==> src/rtl/layer_seq.sv <==
// Per-run layer sequencer for the IFM write path: erase/load/compute per layer,
// with single-owner arbitration of the shared IFM write port.
module layer_seq #(
   parameter int DATA_SIZE = 16,
   parameter int MEM_SIZE  = 16,
   parameter int LAYER_W   = 8
) (
   input  logic                 clk,
   input  logic                 rst,
   input  logic                 start,
   input  logic [LAYER_W-1:0]   n_layer,
   input  logic                 skip_eras,
   output logic                 busy,
   output logic                 done,
   output logic [LAYER_W-1:0]   layer_idx,
   output logic                 err,
   output logic                 eras_en,
   output logic                 load_en,
   output logic                 comp_en,
   input  logic                 eras_done,
   input  logic                 load_done,
   input  logic                 comp_done,
   input  logic                 eras_we,
   input  logic [MEM_SIZE-1:0]  eras_wa,
   input  logic [DATA_SIZE-1:0] eras_wd,
   input  logic                 load_we,
   input  logic [MEM_SIZE-1:0]  load_wa,
   input  logic [DATA_SIZE-1:0] load_wd,
   input  logic                 comp_we,
   input  logic [MEM_SIZE-1:0]  comp_wa,
   input  logic [DATA_SIZE-1:0] comp_wd,
   output logic                 mem_we,
   output logic [MEM_SIZE-1:0]  mem_wa,
   output logic [DATA_SIZE-1:0] mem_wd
);

   localparam logic [3:0] IDLE = 4'd0;
   localparam logic [3:0] E_GO = 4'd1;
   localparam logic [3:0] E_LO = 4'd2;
   localparam logic [3:0] E_HI = 4'd3;
   localparam logic [3:0] L_GO = 4'd4;
   localparam logic [3:0] L_LO = 4'd5;
   localparam logic [3:0] L_HI = 4'd6;
   localparam logic [3:0] C_GO = 4'd7;
   localparam logic [3:0] C_LO = 4'd8;
   localparam logic [3:0] C_HI = 4'd9;
   localparam logic [3:0] NEXT = 4'd10;

   localparam logic [1:0] OWN_NONE = 2'd0;
   localparam logic [1:0] OWN_E    = 2'd1;
   localparam logic [1:0] OWN_L    = 2'd2;
   localparam logic [1:0] OWN_C    = 2'd3;

   logic [3:0]         state;
   logic [LAYER_W-1:0] n_layer_q;
   logic               skip_q;
   logic [1:0]         owner;
   logic               conflict;

   assign done    = (state == IDLE);
   assign busy    = (state != IDLE);
   assign eras_en = (state == E_GO);
   assign load_en = (state == L_GO);
   assign comp_en = (state == C_GO);

   always_comb begin
      owner = OWN_NONE;
      case (state)
         E_GO, E_LO, E_HI: owner = OWN_E;
         L_GO, L_LO, L_HI: owner = OWN_L;
         C_GO, C_LO, C_HI: owner = OWN_C;
         default:          owner = OWN_NONE;
      endcase
   end

   always_comb begin
      mem_we = 1'b0;
      mem_wa = '0;
      mem_wd = '0;
      case (owner)
         OWN_E: begin
            mem_we = eras_we;
            mem_wa = eras_wa;
            mem_wd = eras_wd;
         end
         OWN_L: begin
            mem_we = load_we;
            mem_wa = load_wa;
            mem_wd = load_wd;
         end
         OWN_C: begin
            mem_we = comp_we;
            mem_wa = comp_wa;
            mem_wd = comp_wd;
         end
         default: ;
      endcase
   end

   // With no owner (IDLE/NEXT) any write request is a conflict.
   assign conflict = (eras_we && (owner != OWN_E)) ||
                     (load_we && (owner != OWN_L)) ||
                     (comp_we && (owner != OWN_C));

   always_ff @(posedge clk or posedge rst) begin
      if (rst) begin
         state     <= IDLE;
         layer_idx <= '0;
         n_layer_q <= '0;
         skip_q    <= 1'b0;
         err       <= 1'b0;
      end else begin
         if (conflict)
            err <= 1'b1;
         case (state)
            IDLE: begin
               if (start) begin
                  err <= 1'b0;
                  if (n_layer != '0) begin
                     n_layer_q <= n_layer;
                     skip_q    <= skip_eras;
                     layer_idx <= '0;
                     state     <= skip_eras ? L_GO : E_GO;
                  end
               end
            end
            E_GO: state <= E_LO;
            E_LO: if (!eras_done) state <= E_HI;
            E_HI: if (eras_done)  state <= L_GO;
            L_GO: state <= L_LO;
            L_LO: if (!load_done) state <= L_HI;
            L_HI: if (load_done)  state <= C_GO;
            C_GO: state <= C_LO;
            C_LO: if (!comp_done) state <= C_HI;
            C_HI: if (comp_done)  state <= NEXT;
            NEXT: begin
               if (layer_idx == n_layer_q - LAYER_W'(1)) begin
                  state <= IDLE;
               end else begin
                  layer_idx <= layer_idx + LAYER_W'(1);
                  state     <= skip_q ? L_GO : E_GO;
               end
            end
            default: state <= IDLE;
         endcase
      end
   end

endmodule
==> config.mk <==
export PLATFORM = sky130hd
export DESIGN_NAME = layer_seq
export DESIGN_NICKNAME = d
export VERILOG_FILES = /design/src/rtl/layer_seq.sv
export SDC_FILE = /design/constraint.sdc
export NUM_CORES = 1
export LEC_CHECK = 0
export ABC_CLOCK_PERIOD_IN_PS = 3410
export CELL_PAD_IN_SITES_DETAIL_PLACEMENT = 1
export CELL_PAD_IN_SITES_GLOBAL_PLACEMENT = 2
export CORE_MARGIN = 2
export CORE_UTILIZATION = 17
export DETAILED_ROUTE_END_ITERATION = 6
export GPL_ROUTABILITY_DRIVEN = 1
export MAX_ROUTING_LAYER = met4
export PLACE_DENSITY_LB_ADDON = 0.1
export SLEW_MARGIN = 20
export SYNTH_ARGS = -nofsm -noshare
export SYNTH_HDL_FRONTEND = slang
export SYNTH_SLANG_ARGS = --single-unit
export TNS_END_PERCENT = 50
==> constraint.sdc <==
create_clock -name clk -period 3.41 [get_ports clk]
set_clock_uncertainty 0.1 [all_clocks]
set_input_delay 1.023 -clock clk [delete_from_list [all_inputs] [get_ports clk]]
set_output_delay 1.023 -clock clk [all_outputs]
set_load 0.005 [all_outputs]
======== Word level (Yosys, flattened, before mapping) ========
Memory sizes are Yosys's and may differ from the RTL's.
Index checks and enable logic that the tools add are counted.
word-level totals
  register bits ........................... 22
  bits in read-only memories .............. 32
  output and inout bits ................... 47
  word-level logic and storage cells ...... 68
  memories ................................ 1
cells by class
  $add $sub $neg .......................... 2
  equality and inequality tests ........... 26
  multiplexer cells ....................... 22
  reduce and logical (&&, ||, !) cells .... 12
memories
  name             words  width  rd ports  clocked after Yosys merged registers in  write ports  line  source
  (no name shown)  16     2      1         0                                        0            68    case (state)
operators with widths
  cell                   number
  $pmux W16 S3           2
  $pmux W4 S11           1
  $mux W4                8
  $mux W8                3
  $ne A2 B2 Y1 const B   10
  $eq A4 B3 Y1 const B   4
  $pmux W8 S2            1
  $eq A4 B4 Y1 const B   3
  $mux W3                3
  $add A8 B1 Y8 const B  1
  $eq A4 B2 Y1 const B   2
  $eq A8 B8 Y1           1
  $reduce_and A8 Y1      1
  $reduce_bool A8 Y1     1
  $sub A8 B1 Y8 const B  1
  $eq A2 B2 Y1 const B   2
  $eq A4 B1 Y1 const B   1
  $logic_not A4 Y1       1
  $ne A2 B1 Y1 const B   2
  $reduce_and A4 Y1      1
  $reduce_bool A4 Y1     1
  $logic_and A1 B1 Y1    3
  $mux W1                3
  $pmux W1 S3            1
  4 further kinds        5

======== Logic depth before layout (Yosys ltp) ========
An unclocked memory read counts as a cell.
  depth after elaboration ................. 8
  gate-level depth with buffers ........... 9

======== Least setup slack after synthesis ========
Ideal clock, no wire load.
  path kind ............................... flip-flop to output port
  start ................................... register state[2]
  end ..................................... output port mem_wa[15]
  data arrival time ....................... 1,595 ps
  data required time ...................... 2,287 ps
  slack ................................... 692 ps
  cell stages (with the launch flop) ...... 7
  path through ............................ dfrtp_1 > clkbuf_1 > nand2b_1 > o22ai_1 > clkbuf_1 > a222oi_1 > inv_1
between the ends
  word-level cells in the longest chain between the ends .. 3
  elaborated cells between the ends (all ways) .. 5
  classes of those cells .................. 3 x eq/ne; 1 x mux; 1 x memory
RTL lines
  element                                       line  source
  start, declared                               54    logic [3:0] state;
  start signal, assigned                        123   state <= skip_eras ? L_GO : E_GO;
  start signal, assigned                        141   state <= skip_q ? L_GO : E_GO;
  $mem_v2 Z16 W2 *                              --
  $eq A2 B2 Y1 or $eq A2 B1 Y1 (tied branches)  80    case (owner)
  $pmux W16 S3 *                                80
  end, declared                                 33    output logic [MEM_SIZE-1:0] mem_wa,
Every way passes the cells marked *; elsewhere a longest branch is shown, timed or not.

======== Worst setup path after layout ========
  start ................................... input port comp_we
  end ..................................... output port mem_we
between the ends
  word-level cells in the longest chain between the ends .. 1
RTL lines
  element          line  source
  start, declared  29    input logic comp_we,
  $pmux W1 S3      80
  end, declared    32    output logic mem_we,
No other way between the ends.

==> metrics.csv <==
metric;value;unit
Critical path buffers and inverters;3;
Max VDD drop;295.4;uV
post-synthesis sequential area ratio;0.2839;
critical path depth;4;
switching pwr;1.309;mW
H-tree levels;1;
FF+latch count, synth;22;
clk buf depth;2;
Setup Buffers After CTS;0;
initial DRC count;182;
Crit. Startpoint;comp_we;
die area;12280;sq um
commonest non-fill, non-tap cell in the layout;clkdlybuf4s50_1;
maximum clock frequency;293.5;MHz
Post-synth EDFFs;0;
# port buffers;160;
Die Wd;110.8;microns
Post-Synthesis Cell Area;1939;sq um
Worst Slack Setup Final;0.003204;ns
Pre-antenna DRT Iters;5;
CTS tree;yes;
delay-heaviest family, CP;buffers and inverters;
Mapped Nets;361;
number of I/O pins;161;
Routability Congestion;0.7593;
via count;2566;
dpl cells;542;
Ys Warns;0;
type of origin of the critical path;primary input;
Sw Share;0.4293;
largest stage delay on the critical path;0.44;ns
number of global-route vias before repair;2916;
Reg clk slew, reported paths;0.06;ns
Clock Tree Root;clkbuf_16;
total CTS buffers;3;
total negative setup slack;0;ns
Antenna diodes;0;
die span in y;110.8;microns
Leak;1.861;nW
Final Util;0.3445;
initial antenna violation count;0;
Avg WL per Cell;17.48;microns
clk_lat worst skew;0.26;ns
Seq pwr share;0.174;
Reg-to-Reg Start;n_layer_q[0]$_DFFE_PP0P_;
Total GRT Usage;0.1574;
largest net degree at the start of global routing;36;
crit-path max FO;2;
area delta synth->final;100.3;%
Period Utilization, post-route;0.9991;
Initial Utilization;0.1721;
most frequent cells in the layout;133 x clkdlybuf4s50_1, 45 x inv_1, 33 x nand2_1, 33 x a222oi_1, 22 x dfrtp_1;
Final min period;3.407;ns
status;complete, no violations;
async set-reset flop share out of synthesis;1.000;
headroom to the max-slew limit;0.7096;
critical path endpoint category;output pin;
CP required;2.29;ns
crit path capture;mem_we;
Combinational Power Share;0.744;
Yosys cell types;47;
first-pass GRT wire length;15310;microns
maxcap violations;0;
Int Pwr;1.740;mW
HP Class;reg2reg;
core area;11270;sq um
CTS sink cnt;22;
Core Rows;39;
most used cell, CP;clkdlybuf4s50_1;
Power Density;785.1;nW/um^2
grt total ovfl;0;
setup violators final;0;
Clk pwr share;0.083;
RSZ-0062 raised after global routing;yes;
max-slew violations;0;
drt total wl;9525;microns
non-filler cells, final;545;
Final Hold Fails;0;
Worst-Margin Slew;0.4346;ns
syn avg cell area;7.916;sq um
WP data arrival;2.28;ns
Register-to-Register Setup Slack;0.96;ns
pre-CTS setup slack;-0.03951;ns
Mapped Cells;245;
RR Endpoint;state[2]$_DFFE_PP0P_;
HPWL Detailed;7670;microns
top_reg_cell synth;dfrtp_1;
DRT antenna net count;0;
Crit Path Class;in2out;
Post-route DRC;0;
CP Cell Sequence;clkdlybuf4s50_1 > a222oi_1 > inv_1 > clkdlybuf4s50_1;
layout cells sized above 1;0.05473;
post-layout net count;520;
DR vias/cell;4.708;
reg2reg path depth;8;
CP max stage cell;clkdlybuf4s50_1;
[synth_stat cells (4+ instances only)]
library cell	instances	area [sq um]
a21oi_1	9	45.04
a222oi_1	33	330.3
buf_2	4	20.02
clkbuf_1	12	45.04
dfrtp_1	22	550.5
inv_1	45	168.9
nand2_1	33	123.9
nor2_1	4	15.01
nor4_1	4	25.02
o21ai_0	9	45.04
xnor2_1	4	35.03
xor2_1	5	43.79
[state kept, by name, indices dropped and copies added (netlist names)]
signal / flops
layer_idx: 8
skip_q: 1
n_layer_q: 8
err: 1
state: 4
[stage by stage]
stage	instance area (sq um)	power, mW	hold WS [ns]
5_1_grt	3884	3.334	0.4962
3_5_place_dp	3779	2.966	0.4320
3_3_place_gp	3779	2.965	0.4142
6_report	3884	3.049	0.4483
4_1_cts	3841	3.176	0.4540
2_1_floorplan	1939	1.623	0.3801
[tightest hold or removal path, stage by stage, from the launching register on]
cell	delay, ns
dfrtp_1	0.35
a211oi_1	0.05
a21oi_1	0.11
[layout make-up]
type / count / area [sq um]
Fill cell: 1313 / 7388
Clock buffer: 3 / 75.07
Sequential cell: 22 / 550.5
Inverter: 45 / 168.9
Multi-Input combinational cell: 161 / 1159
Tap cell: 143 / 178.9
Timing Repair Buffer: 171 / 1752
[routing by layer]
metal  up-vias  global-route usage  share of wire
li1       1240                   -              -
met2        96              0.2830           0.53
met4         0             0.03333         0.0078
met3         4             0.03007          0.060
met1      1226              0.1826           0.40
met5         -                   -              0
[power groups by stage]
stage / Sequential [mW] / Combinational [mW] / Clock [mW]
2_1_floorplan: 0.486 / 1.14 / 0
3_3_place_gp: 0.538 / 2.43 / 0
3_5_place_dp: 0.538 / 2.43 / 0
4_1_cts: 0.534 / 2.38 / 0.262
5_1_grt: 0.559 / 2.50 / 0.277
6_report: 0.530 / 2.27 / 0.252
[kinds of logic (layout without fill, tap and decap cells)]
kind of cell    count (synthesis)  in the layout  share of synthesized area
compound gates                 71             71                     0.3006
xor+xnor                       10             10                    0.04903
fa+ha+maj                       2              2                    0.01290
buf+inv                        62            219                     0.1264
flops                          22             22                     0.2839
mux                             3              3                    0.01548
simple gates                   75             75                     0.2116
[how the worst min path moves through the flow]
stage | from | endpoint | depth (start not counted)
2_1_floorplan | skip_q$_DFFE_PP0P_ | state[2]$_DFFE_PP0P_ | 1
3_3_place_gp | n_layer_q[7]$_DFFE_PP0P_ | n_layer_q[7]$_DFFE_PP0P_ | 2
3_5_place_dp | skip_q$_DFFE_PP0P_ | state[2]$_DFFE_PP0P_ | 1
4_1_cts | n_layer_q[7]$_DFFE_PP0P_ | n_layer_q[7]$_DFFE_PP0P_ | 2
5_1_grt | err$_DFF_PP0_ | err$_DFF_PP0_ | 2
6_report | err$_DFF_PP0_ | err$_DFF_PP0_ | 2
[what timing repair did]
item,in CTS,in global routing
pin swaps,4,13
resized for setup,10,17
setup endpoints to repair,11,22
hold buffers,0,0
Power figures use the tool's default switching activity.
==> edit (same flow settings) <==
Set the parameter `LAYER_W` to 12 (it was 8).
--- a/src/rtl/layer_seq.sv
+++ b/src/rtl/layer_seq.sv
@@ -3,7 +3,7 @@
 module layer_seq #(
    parameter int DATA_SIZE = 16,
    parameter int MEM_SIZE  = 16,
-   parameter int LAYER_W   = 8
+   parameter int LAYER_W   = 12
 ) (
    input  logic                 clk,
    input  logic                 rst,
Interface: changed (resized layer_idx and n_layer); port bits go from 161 to 169. No check against the original RTL was run, so the function may have changed too.
==> edit against the unedited design <==
- the run now ends with DRC left
- worst setup slack worse by 0.55 ps
- power is 26% higher
- sequential cell count is 8 higher
- synthesized cell count is 34% higher
- synthesized area is 41% higher
- sequential share of layout area is 1.1 points higher
- final area is 27% higher
- wire length is 30% higher
- largest power group unchanged
- highest routed layer unchanged
==> edit: results (changes against the unedited design) <==
[metrics] number of signal-net buffers in the layout: 183 (+7.0%)
[metrics] filler instances: 1834 (+40%)
[metrics] largest cells by area after synthesis: sky130_fd_sc_hd__dfrtp_1 (27%), sky130_fd_sc_hd__a222oi_1 (12%), sky130_fd_sc_hd__inv_1 (6.2%)
[metrics] average detailed-routed wire length per instance: 17.4 um (-0.28%)
[metrics] actual slew at the worst max-slew pin: 694 ps (+259 ps)
[metrics] end of the worst register-to-register path: layer_idx[4]
[metrics] number of input and output port buffers inserted: 168 (+5.0%)
[metrics] highest ir drop seen on vdd: 248 uV (-16%)
[metrics] H-tree Lvls: 2 (+1)
[metrics] Mapped Nets: 448 (+24%)
[metrics] post-synthesis sequential area ratio: 27.5% (-0.89 points)
[metrics] DR WL met2: 6.21 mm (+23%)
[metrics] Seq group: 757 uW (+43%)
[metrics] number of combinational gates with multiple inputs: 227 (+41%)
[metrics] multiplexer share of the synthesized area: 8.34% (+6.8 points)
[metrics] Crit Path Max Fanout: 1 (-1)
[metrics] portion of the layout cell area used by non-clock buffers: 37.5% (-7.6 points)
[metrics] critical path launch point: comp_wd[11]
[metrics] capturing element of the worst setup path: mem_wd[11]
[metrics] detailed-router iteration count before antenna repair: 7 (+2)
[metrics] Area Growth Syn to Fin: 80.9%
[metrics] insertion delay of the later-clocked pin in the worst-skew pair: 280 ps (+20 ps)
[metrics] detailed placer's ending HPWL: 9.85 mm (+28%)
[metrics] cell count after synthesis: 328 (+34%)
[metrics] Routed met3 length: 1.03 mm (+80%)
[metrics] Non-Filler Instances: 709 (+30%)
[metrics] GR Util met3: 4.68% (+1.7 points)
[metrics] number of global-route vias before repair: 3708 (+27%)
[metrics] number of remaining DRC errors: 1 (+1)
[metrics] met1 demand-to-capacity share in global routing: 17.5% (-0.78 points)
[metrics] Placed Instances: 701 (+29%)
[metrics] global-route usage over all layers: 15.0% (-0.73 points)
[metrics] DP Area: 4750 um2 (+26%)
[metrics] Post-Synth Adder-Cell Area: 0.917% (-0.37 points)
[metrics] run status: complete, but fails checks
[metrics] Synth Register Bits: 30 (+36%)
[metrics] via count normalized by instance count: 4.69 (-0.33%)
[metrics] GRT met2 Usage: 25.6% (-2.7 points)
[metrics] first-pass GRT wire length: 19.5 mm (+27%)
[metrics] top flop regs: layer_idx x12, n_layer_q x12, state x4
[metrics] violated checks: DRC
[metrics] Die Area: 17100 um2 (+39%)
edit: logic make-up after synthesis:
family | count (synthesis)
compound gates | 83
xor+xnor | 13
fa+ha+maj | 2
buf+inv | 71
flops | 30
mux | 21
simple gates | 108
edit: repair_timing:
action                     4_1_cts  5_1_grt
resized for setup               17       12
pin swaps                        4       10
setup endpoints to repair       28       18
buffers inserted                 0        0
edit: metrics by stage:
stage          setup WS [ps]  power, uW  hold WS, ps  setup TNS (ps)
3_3_place_gp           -70.6       3480          383            -238
2_1_floorplan            645       2050          362               0
3_5_place_dp           -55.2       3480          385            -380
5_1_grt                -64.1       4170          425            -292
6_report                2.65       3830          394               0
4_1_cts                -8.99       3930          393           -23.7
edit: how the worst min path moves through the flow:
stage,start,to,slack (ps),depth (start not counted)
floorplan,skip_q,state[0],360,1
global placement,skip_q,state[0],380,1
detailed placement,skip_q,state[0],380,1
CTS,skip_q,state[0],390,1
global route,skip_q,state[0],430,1
finish,skip_q,state[0],390,1
